File: src/rtl/print_job_queue_pkg.sv
// Shared types for the print job path: dispatch FSM states, printer status
// encodings and the default page-count width.
package print_pkg;

  localparam int DEFAULT_PAGE_W = 8;

  typedef enum logic [1:0] {
    IDLE       = 2'd0,
    ISSUE      = 2'd1,
    WAIT_START = 2'd2,
    WAIT_DONE  = 2'd3
  } state_t;

  // Encodings of the printer controller's own state, kept in one place for both blocks
  typedef logic [1:0] prn_status_t;
  localparam prn_status_t SLEEPING = 2'd0;
  localparam prn_status_t WARMING  = 2'd1;
  localparam prn_status_t LOADING  = 2'd2;
  localparam prn_status_t PRINTING = 2'd3;

  function automatic logic printer_idle(input logic warm, input logic loadpage,
                                        input logic printpage);
    return ~(warm | loadpage | printpage);
  endfunction

endpackage

File: src/rtl/print_job_queue_if.sv
// Job intake handshake plus the printer push/status link.
// master = job source and printer side, slave = print_job_queue.
interface print_job_queue_if #(
  parameter int PAGE_W = print_pkg::DEFAULT_PAGE_W
) ();

  logic              job_valid;
  logic [PAGE_W-1:0] job_pages;
  logic              job_ready;
  logic              warm;
  logic              loadpage;
  logic              printpage;
  logic              push;
  logic [PAGE_W-1:0] pages;

  modport master (
    output job_valid, job_pages, warm, loadpage, printpage,
    input  job_ready, push, pages
  );

  modport slave (
    input  job_valid, job_pages, warm, loadpage, printpage,
    output job_ready, push, pages
  );

endinterface

File: src/rtl/print_job_queue_job_fifo.sv
// Synchronous FIFO of page counts; pointers carry an extra wrap bit so
// full and empty are distinguishable without a separate counter.
module job_fifo #(
  parameter  int DEPTH = 4,
  parameter  int WIDTH = 8,
  localparam int AW    = $clog2(DEPTH)
) (
  input  logic             clk,
  input  logic             rst_n,
  input  logic             wr_en,
  input  logic [WIDTH-1:0] wr_data,
  input  logic             rd_en,
  output logic [WIDTH-1:0] rd_data,
  output logic             full,
  output logic             empty,
  output logic [AW:0]      count
);

  localparam logic [AW:0] PTR_ONE = {{AW{1'b0}}, 1'b1};

  logic [WIDTH-1:0] mem_r [DEPTH];
  logic [AW:0]      wr_ptr_r;
  logic [AW:0]      rd_ptr_r;

  assign count   = wr_ptr_r - rd_ptr_r;
  assign empty   = (wr_ptr_r == rd_ptr_r);
  assign full    = (wr_ptr_r[AW] != rd_ptr_r[AW]) &&
                   (wr_ptr_r[AW-1:0] == rd_ptr_r[AW-1:0]);
  assign rd_data = mem_r[rd_ptr_r[AW-1:0]];

  // Storage and pointers; writes to a full FIFO and reads from an empty one are ignored
  always_ff @(posedge clk or negedge rst_n) begin
    if (!rst_n) begin
      wr_ptr_r <= {(AW+1){1'b0}};
      rd_ptr_r <= {(AW+1){1'b0}};
      for (int i = 0; i < DEPTH; i++) begin
        mem_r[i] <= {WIDTH{1'b0}};
      end
    end else begin
      if (wr_en && !full) begin
        mem_r[wr_ptr_r[AW-1:0]] <= wr_data;
        wr_ptr_r                <= wr_ptr_r + PTR_ONE;
      end
      if (rd_en && !empty) begin
        rd_ptr_r <= rd_ptr_r + PTR_ONE;
      end
    end
  end

endmodule

File: src/rtl/print_job_queue.sv
// Buffers print jobs and dispatches them one at a time to the printer
// controller, tracking start/completion, start timeouts and printed pages.
module print_job_queue
  import print_pkg::*;
#(
  parameter  int DEPTH         = 4,
  parameter  int PAGE_W        = DEFAULT_PAGE_W,
  parameter  int START_TIMEOUT = 255,
  parameter  int CNT_W         = 16,
  localparam int QW            = $clog2(DEPTH) + 1
) (
  input  logic                clk,
  input  logic                rst_n,
  print_job_queue_if.slave    bus,
  output logic [QW-1:0]       queued,
  output logic                job_done,
  output logic                start_err,
  output logic                zero_job,
  output logic [CNT_W-1:0]    pages_printed
);

  localparam int          TW      = $clog2(START_TIMEOUT + 1);
  localparam logic [TW-1:0] TO_LAST = TW'(START_TIMEOUT - 1);

  state_t              state_r;
  logic                push_r;
  logic [PAGE_W-1:0]   pages_r;
  logic [TW-1:0]       tmo_r;
  logic                job_done_r;
  logic                start_err_r;
  logic                zero_job_r;
  logic [CNT_W-1:0]    pages_printed_r;

  logic                full_s;
  logic                empty_s;
  logic [PAGE_W-1:0]   head_s;
  logic                accept_s;
  logic                zero_pages_s;
  logic                idle_s;

  assign accept_s     = bus.job_valid & ~full_s;
  assign zero_pages_s = (bus.job_pages == {PAGE_W{1'b0}});
  assign idle_s       = printer_idle(bus.warm, bus.loadpage, bus.printpage);

  job_fifo #(
    .DEPTH (DEPTH),
    .WIDTH (PAGE_W)
  ) u_fifo (
    .clk     (clk),
    .rst_n   (rst_n),
    .wr_en   (accept_s & ~zero_pages_s),
    .wr_data (bus.job_pages),
    .rd_en   (state_r == ISSUE),
    .rd_data (head_s),
    .full    (full_s),
    .empty   (empty_s),
    .count   (queued)
  );

  assign bus.job_ready = ~full_s;
  assign bus.push      = push_r;
  assign bus.pages     = pages_r;
  assign job_done      = job_done_r;
  assign start_err     = start_err_r;
  assign zero_job      = zero_job_r;
  assign pages_printed = pages_printed_r;

  // Dispatch FSM with registered push/pages and completion/timeout pulses
  always_ff @(posedge clk or negedge rst_n) begin
    if (!rst_n) begin
      state_r     <= IDLE;
      push_r      <= 1'b0;
      pages_r     <= {PAGE_W{1'b0}};
      tmo_r       <= {TW{1'b0}};
      job_done_r  <= 1'b0;
      start_err_r <= 1'b0;
    end else begin
      push_r      <= 1'b0;
      job_done_r  <= 1'b0;
      start_err_r <= 1'b0;
      case (state_r)
        IDLE: begin
          if (!empty_s && idle_s) begin
            state_r <= ISSUE;
          end else begin
            state_r <= IDLE;
          end
        end
        ISSUE: begin
          push_r  <= 1'b1;
          pages_r <= head_s;
          tmo_r   <= {TW{1'b0}};
          state_r <= WAIT_START;
        end
        WAIT_START: begin
          // Any printer activity after the push counts as the job having started
          if (!idle_s) begin
            state_r <= WAIT_DONE;
          end else if (tmo_r == TO_LAST) begin
            start_err_r <= 1'b1;
            state_r     <= IDLE;
          end else begin
            tmo_r <= tmo_r + {{(TW-1){1'b0}}, 1'b1};
          end
        end
        WAIT_DONE: begin
          if (idle_s) begin
            job_done_r <= 1'b1;
            state_r    <= IDLE;
          end else begin
            state_r <= WAIT_DONE;
          end
        end
        default: begin
          state_r <= IDLE;
        end
      endcase
    end
  end

  // Zero-page discard pulse and free-running printed-page counter
  always_ff @(posedge clk or negedge rst_n) begin
    if (!rst_n) begin
      zero_job_r      <= 1'b0;
      pages_printed_r <= {CNT_W{1'b0}};
    end else begin
      zero_job_r <= accept_s & zero_pages_s;
      if (bus.printpage) begin
        pages_printed_r <= pages_printed_r + {{(CNT_W-1){1'b0}}, 1'b1};
      end else begin
        pages_printed_r <= pages_printed_r;
      end
    end
  end

endmodule

File: src/flat_wrapper.sv
// flat-port wrapper written by rule: the top's interface ports become plain ports
module print_job_queue_flat import print_pkg::*;
#(
  parameter  int DEPTH         = 4,
  parameter  int PAGE_W        = DEFAULT_PAGE_W,
  parameter  int START_TIMEOUT = 255,
  parameter  int CNT_W         = 16,
  localparam int QW            = $clog2(DEPTH) + 1
)
  (clk, rst_n, queued, job_done, start_err, zero_job, pages_printed, bus_job_valid, bus_job_pages, bus_warm, bus_loadpage, bus_printpage, bus_job_ready, bus_push, bus_pages);
  print_job_queue_if #(.PAGE_W(PAGE_W)) bus_i ();
  input  logic clk;
  input  logic rst_n;
  output logic [QW-1:0] queued;
  output logic job_done;
  output logic start_err;
  output logic zero_job;
  output logic [CNT_W-1:0] pages_printed;
  input wire logic [$bits(bus_i.job_valid)-1:0] bus_job_valid;
  input wire logic [$bits(bus_i.job_pages)-1:0] bus_job_pages;
  input wire logic [$bits(bus_i.warm)-1:0] bus_warm;
  input wire logic [$bits(bus_i.loadpage)-1:0] bus_loadpage;
  input wire logic [$bits(bus_i.printpage)-1:0] bus_printpage;
  output wire logic [$bits(bus_i.job_ready)-1:0] bus_job_ready;
  output wire logic [$bits(bus_i.push)-1:0] bus_push;
  output wire logic [$bits(bus_i.pages)-1:0] bus_pages;
  assign bus_i.job_valid = bus_job_valid;
  assign bus_i.job_pages = bus_job_pages;
  assign bus_i.warm = bus_warm;
  assign bus_i.loadpage = bus_loadpage;
  assign bus_i.printpage = bus_printpage;
  assign bus_job_ready = bus_i.job_ready;
  assign bus_push = bus_i.push;
  assign bus_pages = bus_i.pages;
  print_job_queue #(.DEPTH(DEPTH), .PAGE_W(PAGE_W), .START_TIMEOUT(START_TIMEOUT), .CNT_W(CNT_W)) u_core (.clk(clk), .rst_n(rst_n), .bus(bus_i), .queued(queued), .job_done(job_done), .start_err(start_err), .zero_job(zero_job), .pages_printed(pages_printed));
endmodule
File: config.mk
export PLATFORM = sky130hd
export DESIGN_NAME = print_job_queue_flat
export DESIGN_NICKNAME = d
export VERILOG_FILES = /design/src/rtl/print_job_queue_pkg.sv /design/src/rtl/print_job_queue_if.sv /design/src/rtl/print_job_queue_job_fifo.sv /design/src/rtl/print_job_queue.sv /design/src/flat_wrapper.sv
export SDC_FILE = /design/constraint.sdc
export NUM_CORES = 1
export LEC_CHECK = 0
export ABC_AREA = 1
export ABC_CLOCK_PERIOD_IN_PS = 3450
export BUFFER_PORTS_ARGS = -buffer_cell sky130_fd_sc_hd__buf_2
export CORE_MARGIN = 2
export CORE_UTILIZATION = 61
export CTS_CLUSTER_DIAMETER = 150
export CTS_CLUSTER_SIZE = 20
export DETAILED_ROUTE_END_ITERATION = 10
export GPL_ROUTABILITY_DRIVEN = 0
export GPL_TIMING_DRIVEN = 0
export MAX_ROUTING_LAYER = met4
export PLACE_DENSITY_LB_ADDON = 0.08
export SLEW_MARGIN = 20
export SYNTH_ARGS = -nofsm -noshare
export SYNTH_HDL_FRONTEND = slang
export SYNTH_SLANG_ARGS = --single-unit
File: constraint.sdc
create_clock -name clk -period 3.45 [get_ports clk]
set_input_delay 0.69 -clock clk [delete_from_list [all_inputs] [get_ports clk]]
set_output_delay 0.69 -clock clk [all_outputs]
set_load 0.05 [all_outputs]
After elaboration in Yosys (flattened, before gate mapping):

Cells that the tools add are included.

* bits in registers: 76
* output and inout bits: 32
* word-level logic and storage cells: 73

* $add $sub $neg: 5
* magnitude comparators: 3
* equality and inequality tests: 10
* multiplexer cells: 20
* bitwise gates (word level): 10
* reductions and logical operators: 11

Operators by type and width (count)
* two-way mux 8 bit: 5
* bitwise mux 32 bit: 1
* adder 16 x 1 -> 16 bit (second input constant): 1
* binary-select mux 8 bit (select 2 bit): 1
* demux 8 bit (select 2 bit): 1
* one-hot mux 8 bit (2 select lines): 1
* adder 8 x 1 -> 8 bit (second input constant): 1
* equality test 8 bit (second input constant): 1
* zero test 8 bit: 1
* one-hot mux 2 bit (4 select lines): 1
* two-way mux 1 bit: 7
* adder 3 x 1 -> 3 bit (second input constant): 2
* >= comparator 3 bit (second input constant): 2
* two-way mux 2 bit: 3
* inverter 2 -> 3 bit: 2
* logical AND 1 bit: 5
* equality test 2 bit (second input constant): 2
* != test 2 bit (second input constant): 2
* bitwise AND 1 bit: 3
* equality test 3 bit: 1
* less-than comparator 3 x 1 -> 1 bit (second input constant): 1
* != test 3 x 1 -> 1 bit (second input constant): 1
* inverter 1 bit: 3
* AND reduction 3 bit: 1
* 8 further kinds: 10

Logic depth before layout (Yosys ltp):

* depth in word-level cells: 6
* depth in mapped cells: 11
* gate-level depth less buffers: 9

Hierarchy:

Synthesis repeated with hierarchy kept, for this count alone.

* cells, all modules: 461
* area, all modules: 3958.8 µm²

Modules (own cells, without submodules)
* job_fifo: instances 1, cells an instance 241, area each 1999.4 µm², sequential area each 950.9 µm²
* print_job_queue: instances 1, cells an instance 220, area each 1959.4 µm², sequential area each 950.9 µm²

Worst setup path before layout:

No wires, ideal clock.

* kind: register -> output
* from: reg u_core.u_fifo.wr_ptr_r[0]
* to: out queued[2]
* arrival time: 1.940 ns
* setup slack: 0.820 ns
* stages on the path, launching flop included: 5
* path buffers: 0
* cells stage by stage: dfrtp_1 > inv_1 > ha_1 > fa_1 > xnor2_1

* longest elaborated chain between the ends: 1

RTL lines
* start: declaration: line print_job_queue_job_fifo.sv:22 `logic [AW:0] wr_ptr_r;`
* start signal: assignment: line print_job_queue_job_fifo.sv:34 `wr_ptr_r <= {(AW+1){1'b0}};`
* start signal: assignment: line print_job_queue_job_fifo.sv:42 `wr_ptr_r <= wr_ptr_r + PTR_ONE;`
* subtractor 3 bit: line print_job_queue_job_fifo.sv:25 `assign count = wr_ptr_r - rd_ptr_r;`
* end: declaration: line flat_wrapper.sv:14 `output logic [QW-1:0] queued;`

No other way between the ends.

Worst setup path in the final report:

Same ends and word-level chain as after synthesis.

==> impl_metrics.py <==
metrics = {
    "clocking": {
        "cts.htree.levels": 3,
        "root_driver": "clkbuf_8",
        "cts_resized": 0,
        "cts.hold.buffers_added": 0,
        "cts_tree": "done",
        "cts.reportedPaths.clkPinSlew_ps": 80,
        "postCtsSetupBuffers": 0,
        "clock_latency_ps": 340,
        "clkSinkCount": 76,
        "cts_inserted_buffers": 9,
        "cts_max_path_buffers": 2,
    },
    "logic_synthesis": {
        "synth-warning-count": 0,
        "synth_largest_area_cell": "dfrtp_1",
        "ys_dominant_reg_cell": "dfrtp_1",
        "synth_cell_type_count": 32,
        "synthTopCellsByArea": "dfrtp_1 48%, nand2_1 12%, nand3_1 6.6%, nor2_1 6.1%, ha_1 4.4%",
        "synth_area_um2": 3940,
        "synth_top_cell_area_share_pct": 48.3,
        "synth_seq_area_share_pct": 48.3,
        "synthesis.instances": 476,
        "proportion_of_synthesized_flip_flops_having_asynchronous_set_or_reset_pct": 100,
        "synth.net_count": 505,
        "post_synth.cell_area_avg_um2": 8.27,
        "synth_seq_cells": 76,
        "synth_edf_count": 0,
    },
    "sta": {
        "tightestPinTransition_ps": 488,
        "rsz0062_at_grt": "no",
        "tns_ps": 0,
        "finalCriticalPeriod_ps": 2650,
        "final_worst_slack_ps": 798,
        "setup_violations": 0,
        "final_hold_viols": 0,
        "final-max-slew-violation-count": 0,
        "fin_crit_sh_pct": 76.9,
        "finClkSkew_ps": 10.5,
        "max_clock_freq_mhz": 377,
        "maxSlewHeadroom_pct": 67.4,
    },
    "worst_setup_path": {
        "crit_arrival_ps": 1960,
        "startpoint_type": "register",
        "cp-startpoint": "u_core.u_fifo.wr_ptr_r[0]$_DFFE_PN0P_",
        "critPathKind": "register to output pin",
        "regToRegStartpoint": "u_core.u_fifo.rd_ptr_r[1]$_DFFE_PN0P_",
        "timing.reg2reg.worst_path_depth": 11,
        "worst-r2r-setup-slack_ps": 1450,
        "critical_path_peak_fanout": 4,
        "type_of_destination_of_the_critical_path": "output pin",
        "cp.required_ps": 2760,
        "worstReg2RegEnd": "u_core.u_fifo.mem_r[17]$_DFFE_PN0P_",
        "setup.worst_path.end": "queued[2]",
    },
    "cells_and_area": {
        "synthToLayoutAreaGrowth_pct": 13.8,
        "insertedDiodeCount": 0,
        "final_layout_size_suffix_gt1_share_pct": 17.9,
        "layout.filler_cells": 510,
        "layout.nets": 561,
        "multiInputGateArea_um2": 1760,
        "finalCoreUtilization_pct": 70.9,
        "seq_area_um2": 1900,
        "final_cells": 614,
    },
    "route": {
        "drcViolationCount": 0,
        "vias_per_cell": 5.26,
        "post_drt_wl_per_cell_um": 13.3,
        "num_vias": 3232,
        "dr.pass1.iters": 4,
        "drt_iter0_markers": 180,
        "remaining_antenna_violation_count_after_routing": 0,
        "final_wl_mm": 8.19,
    },
    "floorplanning": {
        "placement_rows": 29,
        "coreArea_um2": 6310,
        "die_h_um": 84.3,
        "floorplan.initialDensity_pct": 62.4,
        "design.portCount": 46,
        "die_x_um": 84.3,
        "floorplan.die_area_um2": 7110,
    },
    "pwr": {
        "power_w": 0.00421,
        "peak_vdd_ir_v": 0.000779,
        "pwr_density_cell_nw_per_um2": 939,
        "static-leakage-power_nw": 2.34,
    },
    "placed_design": {
        "numPortBuffers": 44,
        "post-dp-hpwl_mm": 6.07,
        "pre_cts_ws_ps": 1150,
        "place_inst": 598,
    },
    "global_route": {
        "grt_pass1_wl_mm": 14.6,
        "grt_overflow": 0,
        "grt_start_max_net_pins": 40,
        "globalRouteTotalUtil_pct": 26.3,
        "via_count_of_the_first_global_routing_pass": 3157,
        "grt_antenna_before_repair": 0,
    },
    "status": {
        "run_status": "finished clean",
    },
    "min_path": {
        "worstHoldPathType": "input port to asynchronous set/reset pin",
    },
    "job": {
        "cap_violations": 0,
    },
}
## worst min-delay path by stage
stage                                                     end  depth (start not counted)                                start  slack (ps)
after floorplan               u_core.bus.pages[0]$_DFFE_PN0P_                          0                                rst_n         390
after global placement    u_core.u_fifo.mem_r[16]$_DFFE_PN0P_                          2  u_core.u_fifo.mem_r[16]$_DFFE_PN0P_         450
after detailed placement   u_core.u_fifo.mem_r[2]$_DFFE_PN0P_                          2   u_core.u_fifo.mem_r[2]$_DFFE_PN0P_         450
after CTS                         u_core.tmo_r[3]$_DFFE_PN0P_                          1                                rst_n         320
after global routing          u_core.bus.pages[1]$_DFFE_PN0P_                          1                                rst_n         340
final                             u_core.tmo_r[3]$_DFFE_PN0P_                          1                                rst_n         310
## report_power, final
part	switching, W	internal (W)	total, W
clock	0.000320	0.000372	0.000692
combinational	0.00146	0.000615	0.00208
sequential	0.000225	0.00121	0.00144
total	0.00201	0.00220	0.00421
## kinds of logic after synthesis
kind of cell               synth area share, %
xor gates and xnor gates                  3.11
buffers and inverters                     7.02
adders and majority gates                 4.96
DFF                                       48.3
and+or+nand+nor                           31.1
AOI/OAI and AO/OA                         5.47
## flip-flops by register name, indices dropped and copies added, names as in the netlist
name,cells
u_core.u_fifo.mem_r,32
u_core.pages_printed,16
u_core.bus.pages,8
u_core.tmo_r,8
u_core.u_fifo.rd_ptr_r,3
u_core.u_fifo.wr_ptr_r,3
u_core.state_r,2
u_core.bus.push,1
u_core.job_done,1
u_core.start_err,1
u_core.zero_job,1
## routing by layer
layer | up-vias | global-route usage [%] | share of wire [%]
met3 | 9 | 4.52 | 3.6
met5 | - | - | 0
met4 | 0 | 7.50 | 0.85
li1 | 1627 | - | -
met2 | 66 | 43.3 | 49
met1 | 1530 | 33.9 | 47
## cells in the mapped netlist (2+ instances only)
cell	n
nand2_2	5
nor2_2	2
dfrtp_1	76
nor2_4	2
ha_1	14
nand4_2	4
o21ai_1	8
o21ai_0	20
buf_2	10
nand3b_1	2
buf_8	3
nand2_1	128
a21oi_1	2
a31oi_1	8
xnor2_1	4
xor2_1	10
o21bai_1	2
inv_1	40
nand4_1	7
nor2_1	64
inv_2	3
nand3_1	52
## cell type report
cell class	instances	share of cell area, %
plain buffers	16	2.57
clock buffers	12	3.46
clock inverters	4	1.06
inverters	43	3.60
multi-input cells	341	39.3
flip-flops and latches	76	42.5
well taps	77	2.15
repair buffers	45	5.42
## placed cells by master, fill, tap and decap left out, drive strengths merged
cell type and count:
nand2 134, xnor2 4, nand3 54, fa 1, o21bai 2, or2 1
clkbuf 14, nor2 69, nand4 11, nand3b 2, a31oi 8, buf 59
inv 43, ha 14, clkinvlp 1, clkinv 2, dfrtp 76, xor2 10
bufinv 1, o21ai 28, nor3 1, a21oi 2
## stage by stage
stage	hold WS [ps]	instance area [um2]
after floorplan	394	3940
after global placement	448	4250
after detailed placement	453	4280
after CTS	325	4480
after global routing	337	4480
final	306	4480
## worst max-delay path, cell delays in order (launching register included)
cell and delay, ps:
dfrtp_1 400, inv_1 120, ha_1 240, fa_1 440, xnor2_1 150, buf_2 270
Power figures use the tool's default switching activity.
